==> config.mk <==
export PLATFORM = sky130hd
export DESIGN_NAME = clk_switch_seq_m_flat
export DESIGN_NICKNAME = d
export VERILOG_FILES = /design/src/rtl/clksw_pkg.sv /design/src/rtl/clk_switch_seq_m_if.sv /design/src/rtl/sync_edge_m.sv /design/src/rtl/clk_switch_seq_m.sv /design/src/flat_wrapper.sv
export SDC_FILE = /design/constraint.sdc
export NUM_CORES = 1
export LEC_CHECK = 0
export ABC_AREA = 1
export BUFFER_PORTS_ARGS = -buffer_cell sky130_fd_sc_hd__clkbuf_2
export CAP_MARGIN = 20
export CORE_MARGIN = 4
export CORE_UTILIZATION = 45
export DETAILED_ROUTE_END_ITERATION = 12
export GPL_TIMING_DRIVEN = 0
export SYNTH_ARGS = -nofsm -noshare
export SYNTH_HDL_FRONTEND = slang
export SYNTH_SLANG_ARGS = --single-unit
==> constraint.sdc <==
create_clock -name hs_ck -period 3.05 [get_ports hs_ck]
set_input_delay 0.915 -clock hs_ck [delete_from_list [all_inputs] [get_ports hs_ck]]
set_output_delay 0.915 -clock hs_ck [all_outputs]
set_load 0.05 [all_outputs]
==> src/rtl/clksw_pkg.sv <==
// rtl/clksw_pkg.sv - shared types, defaults and helpers for the phi2 clock-switch sequencer
// Purpose: FSM state enum, default parameter values, counter-width and
//          half-period helpers used by clk_switch_seq_m and its interface.
// Ports:   none (package).
package clksw_pkg;

  typedef enum logic [1:0] {
    LS_RUN = 2'd0,
    TO_HS  = 2'd1,
    HS_RUN = 2'd2,
    TO_LS  = 2'd3
  } clksw_state_e;

  localparam int CLKSW_SYNC_STAGES  = 2;
  localparam int CLKSW_DIV_LOG2_MAX = 3;
  localparam int CLKSW_DEADTIME     = 2;

  // Bits needed to hold 0..max_val (at least one).
  function automatic int cnt_width(input int max_val);
    return (max_val < 1) ? 1 : $clog2(max_val + 1);
  endfunction

  function automatic int clamp_exp(input int sel, input int max_log2);
    return (sel > max_log2) ? max_log2 : sel;
  endfunction

  // HS half-period in hs_ck cycles for a divider exponent.
  function automatic int half_period(input int sel, input int max_log2);
    return 1 << clamp_exp(sel, max_log2);
  endfunction

endpackage

==> src/rtl/clk_switch_seq_m_if.sv <==
// rtl/clk_switch_seq_m_if.sv - mode-request / CPU-clock bundle for the clock-switch sequencer
// Purpose: groups the decoder-side requests and the CPU-side clock/RDY outputs.
// Signals: hs_en, ls_req, div_sel (requests, decoder -> sequencer);
//          cpu_ck_phi2, rdy_drive_low, hs_sel, cycle_end (sequencer -> CPU side).
// Modports: master = request source / output observer, slave = sequencer.
interface clk_switch_seq_m_if
  import clksw_pkg::*;
#(
  parameter int DIV_LOG2_MAX = CLKSW_DIV_LOG2_MAX
);
  localparam int DIV_SEL_W = cnt_width(DIV_LOG2_MAX);

  logic                 hs_en;
  logic                 ls_req;
  logic [DIV_SEL_W-1:0] div_sel;
  logic                 cpu_ck_phi2;
  logic                 rdy_drive_low;
  logic                 hs_sel;
  logic                 cycle_end;

  modport master (
    output hs_en, ls_req, div_sel,
    input  cpu_ck_phi2, rdy_drive_low, hs_sel, cycle_end
  );

  modport slave (
    input  hs_en, ls_req, div_sel,
    output cpu_ck_phi2, rdy_drive_low, hs_sel, cycle_end
  );
endinterface

==> src/rtl/sync_edge_m.sv <==
// rtl/sync_edge_m.sv - multi-flop synchroniser with rise/fall pulse generation
// Purpose: brings an asynchronous level into the clk domain and flags its edges.
// Ports: clk, reset (sync, active-high), d (async in),
//        level (synchronised d), rise/fall (one-cycle edge pulses of level).
module sync_edge_m #(
  parameter int STAGES = 2
) (
  input  logic clk,
  input  logic reset,
  input  logic d,
  output logic level,
  output logic rise,
  output logic fall
);
  logic [STAGES-1:0] sync_q;
  logic              prev_q;

  // Preset high so a level that is already high when reset lifts is never
  // mistaken for a fresh rise; a spurious fall is harmless to the consumer.
  always_ff @(posedge clk) begin
    if (reset) begin
      sync_q <= '1;
      prev_q <= 1'b1;
    end else begin
      sync_q <= {sync_q[STAGES-2:0], d};
      prev_q <= sync_q[STAGES-1];
    end
  end

  assign level = sync_q[STAGES-1];
  assign rise  = sync_q[STAGES-1] & ~prev_q;
  assign fall  = ~sync_q[STAGES-1] & prev_q;
endmodule

==> src/rtl/clk_switch_seq_m.sv <==
// rtl/clk_switch_seq_m.sv - glitch-free HS divider / LS phi0 tracker generating CPU phi2
// Purpose: produces a registered CPU phi2 either from a power-of-two divider of
//          hs_ck (HS mode) or tracking synchronised BBC phi0 (LS mode), switching
//          only at phi2 falls with a guaranteed low dead time.
// Ports: hs_ck (clock), reset (sync, active-high), bbc_ck2_phi0 (async phi0),
//        ctl (slave modport: hs_en, ls_req, div_sel in; cpu_ck_phi2,
//        rdy_drive_low, hs_sel, cycle_end out).
// Config: CLKSW_RDY_HOLD_EN - when defined, rdy_drive_low is held high from a
//         mode switch until the first phi2 fall in the new mode; otherwise 0.
module clk_switch_seq_m
  import clksw_pkg::*;
#(
  parameter int SYNC_STAGES  = CLKSW_SYNC_STAGES,
  parameter int DIV_LOG2_MAX = CLKSW_DIV_LOG2_MAX,
  parameter int DEADTIME     = CLKSW_DEADTIME
) (
  input  logic              hs_ck,
  input  logic              reset,
  input  logic              bbc_ck2_phi0,
  clk_switch_seq_m_if.slave ctl
);
`ifdef CLKSW_RDY_HOLD_EN
  localparam logic RDY_HOLD = 1'b1;
`else
  localparam logic RDY_HOLD = 1'b0;
`endif

  localparam int HCNT_W = (DIV_LOG2_MAX < 1) ? 1 : DIV_LOG2_MAX;
  localparam int DT_W   = cnt_width(DEADTIME);
  localparam logic [DT_W-1:0] DT_MAX  = DT_W'(DEADTIME);
  localparam logic [DT_W-1:0] DT_LAST = DT_W'(DEADTIME - 1);

  logic              phi0_s, phi0_rise, phi0_fall;
  clksw_state_e      state;
  logic [DT_W-1:0]   dt_cnt;
  logic [HCNT_W-1:0] hcnt;
  logic [HCNT_W-1:0] h_last;   // latched half-period minus one
  logic [HCNT_W-1:0] h_next;
  logic              phi2_q, hs_sel_q, rdy_q, cycle_end_q;
  logic              enter_hs, leave_hs;

  sync_edge_m #(.STAGES(SYNC_STAGES)) u_phi0_sync (
    .clk   (hs_ck),
    .reset (reset),
    .d     (bbc_ck2_phi0),
    .level (phi0_s),
    .rise  (phi0_rise),
    .fall  (phi0_fall)
  );

  assign enter_hs = ctl.hs_en & ~ctl.ls_req;
  assign leave_hs = ~ctl.hs_en | ctl.ls_req;
  assign h_next   = HCNT_W'(half_period(int'(ctl.div_sel), DIV_LOG2_MAX) - 1);

  // Every phi2 fall latches the divider and makes the mode decision; rdy is
  // re-evaluated there too, so a switch sets it and a non-switching fall clears it.
  always_ff @(posedge hs_ck) begin
    if (reset) begin
      state       <= TO_LS;
      dt_cnt      <= '0;
      hcnt        <= '0;
      h_last      <= '0;
      phi2_q      <= 1'b0;
      hs_sel_q    <= 1'b0;
      rdy_q       <= 1'b0;
      cycle_end_q <= 1'b0;
    end else begin
      cycle_end_q <= 1'b0;
      case (state)
        TO_LS: begin
          phi2_q   <= 1'b0;
          hs_sel_q <= 1'b0;
          // Only a rise after the dead time counts; an early one is skipped.
          if (phi0_rise && dt_cnt >= DT_MAX) begin
            state  <= LS_RUN;
            phi2_q <= 1'b1;
          end else if (dt_cnt != DT_MAX) begin
            dt_cnt <= dt_cnt + 1'b1;
          end
        end
        LS_RUN: begin
          phi2_q <= phi0_s;
          if (phi0_fall) begin
            cycle_end_q <= 1'b1;
            h_last      <= h_next;
            rdy_q       <= RDY_HOLD & enter_hs;
            if (enter_hs) begin
              state  <= TO_HS;
              dt_cnt <= '0;
            end
          end
        end
        TO_HS: begin
          phi2_q <= 1'b0;
          if (dt_cnt == DT_LAST) begin
            state    <= HS_RUN;
            hs_sel_q <= 1'b1;
            hcnt     <= '0;   // first low phase is a full half-period
          end else begin
            dt_cnt <= dt_cnt + 1'b1;
          end
        end
        HS_RUN: begin
          if (hcnt == h_last) begin
            hcnt   <= '0;
            phi2_q <= ~phi2_q;
            if (phi2_q) begin
              cycle_end_q <= 1'b1;
              h_last      <= h_next;
              rdy_q       <= RDY_HOLD & leave_hs;
              if (leave_hs) begin
                state    <= TO_LS;
                hs_sel_q <= 1'b0;
                dt_cnt   <= '0;
              end
            end
          end else begin
            hcnt <= hcnt + 1'b1;
          end
        end
        default: state <= TO_LS;
      endcase
    end
  end

  assign ctl.cpu_ck_phi2   = phi2_q;
  assign ctl.rdy_drive_low = rdy_q;
  assign ctl.hs_sel        = hs_sel_q;
  assign ctl.cycle_end     = cycle_end_q;
endmodule

==> src/flat_wrapper.sv <==
// flat-port wrapper written by rule: the top's interface ports become plain ports
module clk_switch_seq_m_flat import clksw_pkg::*;
#(
  parameter int SYNC_STAGES  = CLKSW_SYNC_STAGES,
  parameter int DIV_LOG2_MAX = CLKSW_DIV_LOG2_MAX,
  parameter int DEADTIME     = CLKSW_DEADTIME
)
  (hs_ck, reset, bbc_ck2_phi0, ctl_hs_en, ctl_ls_req, ctl_div_sel, ctl_cpu_ck_phi2, ctl_rdy_drive_low, ctl_hs_sel, ctl_cycle_end);
  clk_switch_seq_m_if #(.DIV_LOG2_MAX(DIV_LOG2_MAX)) ctl_i ();
  input  logic hs_ck;
  input  logic reset;
  input  logic bbc_ck2_phi0;
  input wire logic [$bits(ctl_i.hs_en)-1:0] ctl_hs_en;
  input wire logic [$bits(ctl_i.ls_req)-1:0] ctl_ls_req;
  input wire logic [$bits(ctl_i.div_sel)-1:0] ctl_div_sel;
  output wire logic [$bits(ctl_i.cpu_ck_phi2)-1:0] ctl_cpu_ck_phi2;
  output wire logic [$bits(ctl_i.rdy_drive_low)-1:0] ctl_rdy_drive_low;
  output wire logic [$bits(ctl_i.hs_sel)-1:0] ctl_hs_sel;
  output wire logic [$bits(ctl_i.cycle_end)-1:0] ctl_cycle_end;
  assign ctl_i.hs_en = ctl_hs_en;
  assign ctl_i.ls_req = ctl_ls_req;
  assign ctl_i.div_sel = ctl_div_sel;
  assign ctl_cpu_ck_phi2 = ctl_i.cpu_ck_phi2;
  assign ctl_rdy_drive_low = ctl_i.rdy_drive_low;
  assign ctl_hs_sel = ctl_i.hs_sel;
  assign ctl_cycle_end = ctl_i.cycle_end;
  clk_switch_seq_m #(.SYNC_STAGES(SYNC_STAGES), .DIV_LOG2_MAX(DIV_LOG2_MAX), .DEADTIME(DEADTIME)) u_core (.hs_ck(hs_ck), .reset(reset), .bbc_ck2_phi0(bbc_ck2_phi0), .ctl(ctl_i));
endmodule
==> impl_metrics.csv <==
group,metric,value,unit
worst_hold_path,whs_endpoint,"u_core.u_phi0_sync.sync_q[1]",
worst_setup_path,worstSetupEndpointType,"primary output",
placed_design,detailed_place.area,0.00102,sq mm
synthesis,synth_cell_types,25,
global_routing,grt_pass1_wl,3090,um
clock_tree,ctsHoldBuffers,0,
sta,post_route_clock_period_utilization,64.2,%
clock_tree,clk_pin_slew_worst_paths,0.10,ns
sta,slew_violations,0,
routing,dr.pass1.iters,4,
job,max_cap_violations,0,
floorplan,fp.dieW,53.7,um
routing,drt_iter0_markers,10,
placed_design,gp_routability_congestion,0.844,
floorplan,floorplan_die_area,0.00289,sq mm
worst_hold_path,timing.hold.worst.class,"reg2reg",
worst_setup_path,critical_path_buf_inv_count,1,
power_and_ir_drop,p_per_area,926,mW/mm^2
worst_setup_path,worstReg2RegEnd,"u_core.state[0]",
global_routing,initial_antenna_violation_count,0,
global_routing,grt_overflow,0,
floorplan,die_y_extent,53.7,um
sta,report.final.hold_viol_count,0,
routing,route.vias.total,830,
sta,finalSetupTns,0,ns
sta,skew,0.00652,ns
worst_setup_path,critical_path.reg2reg.startpoint,"u_core.state[0]",
placed_design,detailed_place_hpwl,1450,um
sta,max_clock_freq,511,MHz
finish,mostFrequentLayoutCell,"nand2_1",
clock_tree,postCtsSetupBuffers,0,
worst_setup_path,timing.critical_path.cells,"clkbuf_2",
global_routing,global_route_total_usage_across_every_layer,15.1,%
floorplan,floorplan.initialDensity,47.5,%
sta,setup_repair_after_global_routing_missed_its_margin,"false",
worst_setup_path,reg2reg_slack,1.32,ns
finish,nNetsFinal,165,
sta,final-setup-viol-count,0,
floorplan,design.portCount,11,
outcome,result_of_the_run,"finished, final reports clean",
worst_setup_path,crit_path_max_fanout,4,
placed_design,io_buffers,9,
clock_tree,cts-root-buf,"clkbuf_4",
routing,drt-vias-per-instance,4.69,
finish,fillerInstances,201,
worst_setup_path,critical_path.startpoint_type,"flop",
power_and_ir_drop,p_leak,0.566,nW
worst_setup_path,critical_path.top_delay_family,"flip-flops",
routing,remaining_drc_errors,0,
finish,antenna-diode-count,0,
sta,layout_min_cycle_time,1.96,ns
worst_hold_path,hold_path.startpoint,"u_core.u_phi0_sync.sync_q[0]",
worst_setup_path,cp_data_required_time,2.13,ns
synthesis,synth.ff_latch_count,16,
clock_tree,tritoncts_num_sinks,16,
clock_tree,clkLatencyLatePin,0.29,ns
clock_tree,cts_buffer_count,3,
power_and_ir_drop,vdd_ir_drop_max,0.384,mV
synthesis,synthesized_area_per_cell,6.87,sq um
worst_setup_path,critPathSlowestCell,"dfxtp_1",
floorplan,coreArea,0.00198,sq mm
synthesis,synth_cells,137,
worst_setup_path,worst_path_largest_cell_delay,0.43,ns
routing,ant_nets,0,
clock_tree,cts.path.max_buffers,2,
clock_tree,htree_levels,1,
worst_setup_path,worst_r2r_path_depth,10,
floorplan,std_cell_rows,16,
synthesis,synth.cell_area,941,sq um
routing,wirelength,1840,um
routing,detail_route.wl_per_cell,10.4,um
finish,area_growth,12.2,%
synthesis,sequential_share_of_the_synthesized_area,34.0,%
worst_setup_path,critical_path_arrival,1.04,ns
worst_hold_path,hold_path_depth,1,
synthesis,postSynthNetCount,151,
finish,final_layout_size_suffix_gt1_share,19.3,%
global_routing,grt_max_degree,10,
global_routing,first_global_vias,765,
worst_setup_path,timing.setup.critical_path_class,"reg2out",
synthesis,synth.yosys.warnings,0,
finish,design_area,0.00106,sq mm
clock_tree,cts_tree,"yes",
finish,layout_common_cells,"nand2_1 (39), inv_1 (16), dfxtp_1 (16), nor2_1 (14), clkbuf_2 (9)",
clock_tree,ctsResizeCount,0,
==> logic make-up after synthesis <==
logic type                 count (synthesis)  share of synthesized area (%)
AOI/OAI and AO/OA                         15                           9.97
xor gates and xnor gates                   2                           1.86
adders and majority gates                  7                           9.31
buffers and inverters                     22                           9.18
DFF                                       16                           34.0
other                                      1                          0.399
and+or+nand+nor                           74                           35.2
==> cell usage after synthesis, drive strengths merged <==
library cell,count,area [sq um]
nand4,2,12.5
nand2,40,153
dfxtp,16,320
or2,4,25.0
nand3,10,60.1
a21oi,9,60.1
nor2,15,63.8
conb,1,3.75
nand3b,1,7.51
nor3,2,10.0
inv,21,78.8
xnor2,1,8.76
xor2,1,8.76
ha,7,87.6
buf,1,7.51
o21ai,6,33.8
==> per-stage QoR <==
| stage | setup slack [ns] | total power [mW] | std cells | hold slack (ns) | util, % |
|---|---|---|---|---|---|
| finish | 1.09 | 0.978 | 177 | 0.428 | 53.3 |
| detailed placement | 1.21 | 0.839 | 173 | 0.404 | 51.5 |
| global placement | 1.21 | 0.826 | 173 | 0.393 | 51.5 |
| CTS | 1.10 | 0.983 | 177 | 0.429 | 53.3 |
| global route | 1.06 | 1.07 | 177 | 0.457 | 53.3 |
| floorplan | 1.39 | 0.733 | 137 | 0.389 | - |
==> area by class of cell <==
type | instances | area (sq um) | area share [%]
Multi-Input combinational cell | 99 | 534 | 50.6
Sequential cell | 16 | 320 | 30.3
Inverter | 21 | 78.8 | 7.46
Timing Repair Buffer | 9 | 45.0 | 4.27
Clock buffer | 4 | 36.3 | 3.44
Tap cell | 27 | 33.8 | 3.20
Buffer | 1 | 7.51 | 0.711
==> power by group <==
part | internal, mW | switching (mW)
Sequential | 0.261 | 0.0429
Combinational | 0.188 | 0.341
Clock | 0.0728 | 0.0723
Total | 0.522 | 0.456
==> state kept, by name, indices dropped and copies added, names as in the netlist <==
| name | flops |
|---|---|
| u_core.h_last | 3 |
| u_core.hcnt | 3 |
| u_core.dt_cnt | 2 |
| u_core.state | 2 |
| u_core.u_phi0_sync.sync_q | 2 |
| u_core.ctl.cpu_ck_phi2 | 1 |
| u_core.ctl.cycle_end | 1 |
| u_core.ctl.hs_sel | 1 |
| u_core.u_phi0_sync.prev_q | 1 |
==> worst max path at each step <==
stage	from	endpoint	depth (start not counted)
global route	u_core.ctl.cpu_ck_phi2	ctl_cpu_ck_phi2	1
floorplan	ctl_hs_en	u_core.dt_cnt[0]	7
detailed placement	ctl_hs_en	u_core.dt_cnt[0]	8
global placement	ctl_hs_en	u_core.dt_cnt[0]	8
CTS	u_core.ctl.cpu_ck_phi2	ctl_cpu_ck_phi2	1
finish	u_core.ctl.cpu_ck_phi2	ctl_cpu_ck_phi2	1
==> metal layers <==
metal	up-vias	routed length, um	global-route usage, %
met4	0	35	7.66
li1	454	-	-
met3	4	53	3.32
met5	-	0	0
met1	359	928	18.7
met2	13	823	24.4
(Power assumes the default switching activity.)
